`config.mk`:
```
export PLATFORM = sky130hd
export DESIGN_NAME = cal_core_scheduler
export DESIGN_NICKNAME = d
export VERILOG_FILES = /design/src/rtl/cal_core_pkg.sv /design/src/rtl/cal_sched_watchdog.sv /design/src/rtl/cal_core_scheduler.sv
export SDC_FILE = /design/constraint.sdc
export NUM_CORES = 1
export LEC_CHECK = 0
export ABC_CLOCK_PERIOD_IN_PS = 2090
export CAP_MARGIN = 20
export CORE_UTILIZATION = 41
export DETAILED_ROUTE_END_ITERATION = 7
export PLACE_DENSITY = 0.81
export SLEW_MARGIN = 15
export SYNTH_ARGS = -nofsm -noshare
export SYNTH_HDL_FRONTEND = slang
export SYNTH_SLANG_ARGS = --single-unit
```
`constraint.sdc`:
```
create_clock -name clk -period 2.09 [get_ports clk]
set_input_delay 0.3135 -clock clk [delete_from_list [all_inputs] [get_ports clk]]
set_output_delay 0.3135 -clock clk [all_outputs]
set_load 0.02 [all_outputs]
```
`src/rtl/cal_core_pkg.sv`:
```
// cal_core_pkg: shared FSM state encoding, counter width helpers and watchdog default
package cal_core_pkg;
  typedef enum logic [2:0] {S_IDLE, S_LOAD_H, S_SEND_A, S_WAIT_BETA, S_DONE} state_t;
  localparam int TIMEOUT_DEF = 4096;
  function automatic int row_w(input int i);
    return $clog2(i) + 1;
  endfunction
  function automatic int cnt_w(input int n);
    return (n < 2) ? 1 : $clog2(n);
  endfunction
endpackage

```
`src/rtl/cal_sched_watchdog.sv`:
```
// cal_sched_watchdog: counts idle cycles while run is high; kick restarts the count
module cal_sched_watchdog #(
  parameter int LIMIT = 4096
) (
  input  logic clk,
  input  logic rst_n,
  input  logic run,
  input  logic kick,
  output logic expired
);
  localparam int CW = $clog2(LIMIT + 1);
  logic [CW-1:0] cnt;
  always_ff @(posedge clk or negedge rst_n)
    if (!rst_n) cnt <= '0;
    else cnt <= (!run || kick) ? '0 : cnt + CW'(1);
  assign expired = run && !kick && cnt == CW'(LIMIT - 1);
endmodule

```
`src/rtl/cal_core_scheduler.sv`:
```
// cal_core_scheduler: feeds H rows and alpha_u columns to the core and tags returned beta.
// Define CAL_SCHED_TIMEOUT_EN to build the WAIT_BETA watchdog.
module cal_core_scheduler
  import cal_core_pkg::*;
#(
  parameter int J            = 14,
  parameter int I            = 7,
  parameter int A            = 2,
  parameter int BETA_PER_ROW = 1,
  parameter int TIMEOUT      = TIMEOUT_DEF
) (
  input  logic                  clk,
  input  logic                  rst_n,
  input  logic                  start,
  input  logic                  abort,
  input  logic [row_w(I)-1:0]   cfg_rows,
  input  logic [J-1:0]          h_in,
  input  logic                  h_in_valid,
  output logic                  h_in_ready,
  input  logic [J*8-1:0]        alpha_in,
  input  logic                  alpha_in_valid,
  output logic                  alpha_in_ready,
  output logic [J-1:0]          core_H_row,
  output logic                  core_H_row_tvalid,
  output logic [J*8-1:0]        core_alpha,
  output logic                  core_alpha_tvalid,
  output logic                  core_alpha_tlast,
  input  logic [A*8-1:0]        core_beta,
  input  logic                  core_beta_tvalid,
  output logic [A*8-1:0]        beta_out,
  output logic                  beta_out_valid,
  output logic [row_w(I)-1:0]   beta_out_row,
  output logic                  beta_out_last,
  output logic                  busy,
  output logic                  done,
  output logic                  timeout_err,
  output logic                  spurious_beta
);
  localparam int RW = row_w(I);
  localparam int AW = cnt_w(A);
  localparam int BW = cnt_w(BETA_PER_ROW);
  if (A < 1 || BETA_PER_ROW < 1 || I < 1 || TIMEOUT < 1) begin : g_bad_param
    $error("cal_core_scheduler: parameters must be positive");
  end
  state_t state, nxt;
  logic [RW-1:0] rows, row_idx;
  logic [AW-1:0] a_cnt;
  logic [BW-1:0] beat_cnt;
  logic h_acc, a_acc, b_acc, a_last, row_end, frame_end, go, to;
  assign busy           = state != S_IDLE;
  assign h_in_ready     = state == S_LOAD_H && !abort;
  assign alpha_in_ready = state == S_SEND_A && !abort;
  assign h_acc          = h_in_ready && h_in_valid;
  assign a_acc          = alpha_in_ready && alpha_in_valid;
  assign b_acc          = state == S_WAIT_BETA && core_beta_tvalid && !abort;
  assign a_last         = a_cnt == AW'(A - 1);
  assign row_end        = b_acc && beat_cnt == BW'(BETA_PER_ROW - 1);
  assign frame_end      = row_end && row_idx == rows - RW'(1);
  assign go             = state == S_IDLE && start && !abort;
`ifdef CAL_SCHED_TIMEOUT_EN
  cal_sched_watchdog #(.LIMIT(TIMEOUT)) u_wd (
    .clk     (clk),
    .rst_n   (rst_n),
    .run     (state == S_WAIT_BETA),
    .kick    (core_beta_tvalid),
    .expired (to)
  );
  always_ff @(posedge clk or negedge rst_n)
    if (!rst_n) timeout_err <= 1'b0;
    else if (to && !abort) timeout_err <= 1'b1;
    else if (go) timeout_err <= 1'b0;
`else
  assign to          = 1'b0;
  assign timeout_err = 1'b0;
`endif
  always_ff @(posedge clk or negedge rst_n)
    if (!rst_n) state <= S_IDLE;
    else state <= nxt;
  always_comb begin
    nxt = state;
    unique case (state)
      S_IDLE:      nxt = start ? S_LOAD_H : S_IDLE;
      S_LOAD_H:    nxt = h_acc ? S_SEND_A : S_LOAD_H;
      S_SEND_A:    nxt = (a_acc && a_last) ? S_WAIT_BETA : S_SEND_A;
      S_WAIT_BETA: nxt = frame_end ? S_DONE : row_end ? S_LOAD_H : to ? S_IDLE : S_WAIT_BETA;
      S_DONE:      nxt = S_IDLE;
      default:     nxt = S_IDLE;
    endcase
    if (abort) nxt = S_IDLE;
  end
  // Output pulses are registered from the accept strobes, which are already gated by abort
  always_ff @(posedge clk or negedge rst_n)
    if (!rst_n) begin
      core_H_row        <= '0;
      core_H_row_tvalid <= 1'b0;
      core_alpha        <= '0;
      core_alpha_tvalid <= 1'b0;
      core_alpha_tlast  <= 1'b0;
      beta_out          <= '0;
      beta_out_valid    <= 1'b0;
      beta_out_row      <= '0;
      beta_out_last     <= 1'b0;
      done              <= 1'b0;
    end else begin
      core_H_row_tvalid <= h_acc;
      core_alpha_tvalid <= a_acc;
      core_alpha_tlast  <= a_acc && a_last;
      beta_out_valid    <= b_acc;
      beta_out_last     <= frame_end;
      done              <= state == S_DONE && !abort;
      if (h_acc) core_H_row <= h_in;
      if (a_acc) core_alpha <= alpha_in;
      if (b_acc) begin
        beta_out     <= core_beta;
        beta_out_row <= row_idx;
      end
    end
  always_ff @(posedge clk or negedge rst_n)
    if (!rst_n) begin
      rows     <= '0;
      row_idx  <= '0;
      a_cnt    <= '0;
      beat_cnt <= '0;
    end else if (abort) begin
      row_idx  <= '0;
      a_cnt    <= '0;
      beat_cnt <= '0;
    end else if (go) begin
      rows     <= (cfg_rows == '0 || cfg_rows > RW'(I)) ? RW'(I) : cfg_rows;
      row_idx  <= '0;
      a_cnt    <= '0;
      beat_cnt <= '0;
    end else begin
      if (a_acc) a_cnt <= a_last ? '0 : a_cnt + AW'(1);
      if (b_acc) beat_cnt <= row_end ? '0 : beat_cnt + BW'(1);
      if (row_end && !frame_end) row_idx <= row_idx + RW'(1);
    end
  // A set in the same cycle as the clearing start still wins, so no stray beat is hidden
  always_ff @(posedge clk or negedge rst_n)
    if (!rst_n) spurious_beta <= 1'b0;
    else if (core_beta_tvalid && state != S_WAIT_BETA) spurious_beta <= 1'b1;
    else if (go) spurious_beta <= 1'b0;
endmodule

```
---- Yosys cells after proc, flatten, opt, wreduce, memory -nomap -nowiden ----
Cells that the tools add are included.
word-level totals
  bits in writable memories ............... 0
  memories kept ........................... 0
  output and inout bits ................... 157
  bits in read-only memories .............. 0
  logic and storage cells ................. 75
  register bits after elaboration ......... 166
  latch bits .............................. 0
cells by class
  eq/ne operators ......................... 6
  shift operators ......................... 0
  mux-type cells .......................... 21
  add/subtract/negate cells ............... 4
  multiply operators ...................... 0
  magnitude comparators ................... 1
  reductions and logical operators ........ 25
  bitwise operators ....................... 2
  divide/modulo/power cells ............... 0
operator list
  operator               number
  $mux W4                4
  $logic_and A1 B1 Y1    14
  $mux W1                12
  $pmux W3 S4            1
  $reduce_bool A3 Y1     4
  $eq A3 B2 Y1 const B   2
  $mux W3                2
  $add A4 B1 Y4 const B  1
  $eq A4 B4 Y1           1
  $gt A4 B3 Y1 const B   1
  $logic_not A4 Y1       1
  $mux W2                2
  $sub A4 B1 Y4 const B  1
  $eq A3 B1 Y1 const B   1
  $eq A3 B3 Y1 const B   1
  $logic_not A3 Y1       1
  $ne A3 B2 Y1 const B   1
  $add A1 B1 Y1 const B  2
  $logic_not A1 Y1       2
  $not A1 Y1             2
  $reduce_and A2 Y1      1
  $reduce_bool A2 Y1     1
  $logic_or A1 B1 Y1     1

---- Logic depth before layout (Yosys ltp) ----
  depth in word-level cells ............... 10
  gate-level depth with buffers ........... 9

---- Least setup slack after synthesis ----
OpenSTA, ideal clock, no wires.
  kind .................................... reg-to-reg
  start point ............................. register state[2]
  end point ............................... register core_H_row[10]
  stages on the path, launching flop included .. 7
  buffers on the path ..................... 2
  path slack .............................. 28 ps
  required time ........................... 1962 ps
  arrival time ............................ 1935 ps
  setup time .............................. 128 ps
  path through ............................ dfrtp_1 -> or2_1 -> buf_6 -> nor3b_2 -> nand2_1 -> buf_2 -> mux2_1
on the way
  longest elaborated chain between the ends .. 3
RTL lines
  element                 line                       source
  from (decl)             cal_core_scheduler.sv:45   state_t state, nxt;
  from (signal assigned)  cal_core_scheduler.sv:78   else state <= nxt;
  $eq A3 B1 Y1            cal_core_scheduler.sv:51   assign h_in_ready = state == S_LOAD_H && !abort;
  $logic_and A1 B1 Y1     cal_core_scheduler.sv:51
  net h_in_ready          cal_core_scheduler.sv:19   output logic h_in_ready,
  $logic_and A1 B1 Y1     cal_core_scheduler.sv:53   assign h_acc = h_in_ready && h_in_valid;
  to (signal assigned)    cal_core_scheduler.sv:111  if (h_acc) core_H_row <= h_in;
  to (decl)               cal_core_scheduler.sv:23   output logic [J-1:0] core_H_row,
The timed path passes the listed nets, and every way through them passes these cells.
A chain may end at the register's enable or synchronous reset.

---- Worst setup path after layout ----
  start point ............................. register state[2]
  end point ............................... output port h_in_ready
on the way
  longest elaborated chain between the ends .. 2
RTL lines
  element              line
  $eq A3 B1 Y1         cal_core_scheduler.sv:51
  $logic_and A1 B1 Y1  cal_core_scheduler.sv:51
  to (decl)            cal_core_scheduler.sv:19
No other way between the ends.

==> summary.md <==
| Metric | Value |
|---|---|
| Cell with the most instances after synthesis | nand2_1 |
| DRC violation count after routing | 0 |
| Total negative slack | 0 ns |
| Most used flip-flop cell after synthesis | dfrtp_1 |
| Reg2reg start | state[2] |
| Fin crit period | 1.99 ns |
| First-pass GRT wire length | 28500 um |
| Syn Nets | 839 |
| Synthesized area | 0.00641 mm^2 |
| Status | complete, no violations |
| Synth Area per Inst | 9.37 um^2 |
| CP top delay family | simple AND/OR/NAND/NOR gates |
| Slew Limit Fails | 0 |
| Number of flops mapped to enable cells by yosys | 0 |
| Max Freq | 0.502 GHz |
| Fraction of registers with async set/reset | 1.00 |
| Finished Core Util | 0.691 |
| Non-Filler Instances | 1206 |
| Worst Setup Path Type | flop to primary output |
| Post-synth top cells | nand2_1 (405), dfrtp_1 (166), clkbuf_1 (22) |
| Total iterations of the first detailed-routing run | 6 |
| Total wire length | 18100 um |
| CTS Buf Count | 17 |
| Synth cell types | 34 |
| Vias in the first global route | 5672 |
| Worst setup SP type | flop |
| CTS tree | built |
| Part of the cycle the worst path needs | 0.952 |
| Routed vias/inst | 4.69 |
| Crit path from | state[2] |
| Worst Hold Class | primary input to flop |
| RSZ-0062 raised after global routing | false |
| VDD IR max | 0.610 mV |
| Clk Latency, worst-skew pair | 0.43 ns |
| Leak Pwr | 5.18 nW |
| CP max stage delay | 0.38 ns |
| Initial antenna violation count | 1 |
| Ys Warns | 0 |
| Final net count | 1160 |
| Routability Congestion | 0.810 |
| Hold slack | 0.407 ns |
| Starting Density | 0.421 |
| Worst-path maximum fanout | 4 |
| Worst-Margin Slew | 0.585 ns |
| DP Wirelength | 13000 um |
| Top-Level Pins | 310 |
| Final clock skew | 0.00819 ns |
| Pin count of the biggest net entering global routing | 61 |
| Slew HR | 0.610 |
| GR Util All Layers | 0.231 |
| Power per cell area | 989 mW/mm^2 |
| Cell area after layout | 0.0105 mm^2 |
| Violation count after the first detailed-routing iteration | 286 |
| Max cap viols | 0 |
| Clock-pin slew on the worst setup and hold paths | 0.07 ns |
| Clock Path Buffers | 2 |
| Syn Inst Count | 684 |
| Layout fillers | 1139 |
| Hold Startpoint | alpha_in[67] |
| Share of layout cells above drive strength 1 | 0.0659 |
| GR Overflow Total | 0 |
| Root Buffer | clkbuf_16 |
| Ranking of synthesized cells by area | dfrtp_1 (65%), nand2_1 (24%), mux2_1 (2.5%) |
| Final hold vios | 0 |
| Die H | 127 um |
| Share of the synthesized area in the top cell type | 0.648 |
| Critical path capture point type | primary output |
| Vias | 5657 |
| Placed Area | 0.00989 mm^2 |
| IO buf count | 308 |
| H-tree depth | 4 |
| Worst path required time | 1.78 ns |
| Synthesized flop and latch total | 166 |
| DIE AREA | 0.0161 mm^2 |
| CP Cell Sequence | or2_1 -> nor3b_2 -> dlygate4sd2_1 |
| Die outline width | 127 um |
| Per-cell routed wire length | 15.0 um |
| Critical path buffer and inverter count | 1 |
| Arr. time, crit path | 1.68 ns |
| Layout area overhead | 63.9% |
| Area leader, netlist | dfrtp_1 |
| DP Cell Count | 1173 |
| # clock sinks | 166 |
| Final setup viols | 0 |
| CP max stage cell | dfrtp_1 |
| ANT nets after route | 0 |
| Core Rows | 45 |
| Core Box Area | 0.0152 mm^2 |
| Sequential-to-total area share from yosys stat | 0.648 |
[worst paths after layout]
check,to,slack [ns],cells after the start
worst max-delay path,h_in_ready,0.1,3
worst min-delay path,core_alpha[67],0.41,3
worst max register to register,row_idx[1],0.20,5
worst min register to register,core_alpha[18],0.47,2
max in group asynchronous,core_alpha[15],1.00,3
min in group asynchronous,core_H_row[13],0.45,2
[cells by family after synthesis]
| family | share of synthesized area |
|---|---|
| muxes | 0.0262 |
| xor gates and xnor gates | 0.0146 |
| AOI/OAI and AO/OA | 0.0146 |
| adders and majority gates | 0.00390 |
| buffers and inverters | 0.0275 |
| and+or+nand+nor | 0.264 |
| DFF | 0.648 |
| other | 0.000585 |
[registers in the layout, summed over array words and instances, names as in the netlist, 3 cells and up]
signal,count
core_H_row,14
beta_out,16
row_idx,4
rows,4
state,3
beta_out_row,4
core_alpha,112
[what timing repair did]
action / in CTS / in global routing
gates resized for setup: 3 / 0
endpoints found under the hold margin: 55 / 0
hold buffers: 1 / 0
buffers inserted: 0 / 0
setup endpoints to repair: 3 / 0
[where the power goes]
part	switching, mW	total, mW	internal (mW)	leakage (nW)
Clock	1.28	3.16	1.89	0.292
Combinational	1.52	3.06	1.54	2.70
Sequential	0.341	4.17	3.82	2.19
[worst register-to-register path, stage by stage, from the launching register on]
cell	delay [ns]
dfrtp_1	0.38
or2_1	0.28
or4b_1	0.64
a21oi_2	0.22
mux2i_1	0.20
nor2_1	0.05
[stage by stage]
stage / setup slack [ns] / power, mW
2_1_floorplan: 0.0277 / 5.46
3_3_place_gp: -0.166 / 7.22
3_5_place_dp: -0.204 / 7.29
4_1_cts: 0.0674 / 10.5
5_1_grt: 0.00395 / 10.9
6_report: 0.0997 / 10.4
[cells in the final DEF, fill, tap and decap left out, types with 3 or more instances in the layout]
cell type and n:
nand2_1 404, clkdlybuf4s50_1 304, mux2_1 14, clkinv_2 3, dfrtp_1 166, inv_1 5
a21oi_1 5, buf_4 20, buf_12 8, nor2_1 13, dlygate4sd2_1 3, xnor2_1 7
clkbuf_8 4, o21ai_0 3, clkbuf_16 17, nor3_1 4
[metal layers]
metal	track usage	vias to the layer above	part of all wire
met3	0.0821	38	0.084
met1	0.264	2680	0.39
met4	0.0980	0	0.027
met5	0	-	0
met2	0.394	199	0.50
li1	-	2740	-
[final cells by class]
cell class	instances	area, um^2	share of cell area
multi-input combinational	477	2080	0.198
clock buffer	21	480	0.0458
sequential	166	4150	0.396
tap	188	235	0.0224
antenna	1	2.50	0.000238
timing repair buffer	337	3400	0.324
clock inverter	10	120	0.0114
inverter	6	23.8	0.00226
Note: power is estimated with default switching activity, not from simulation.
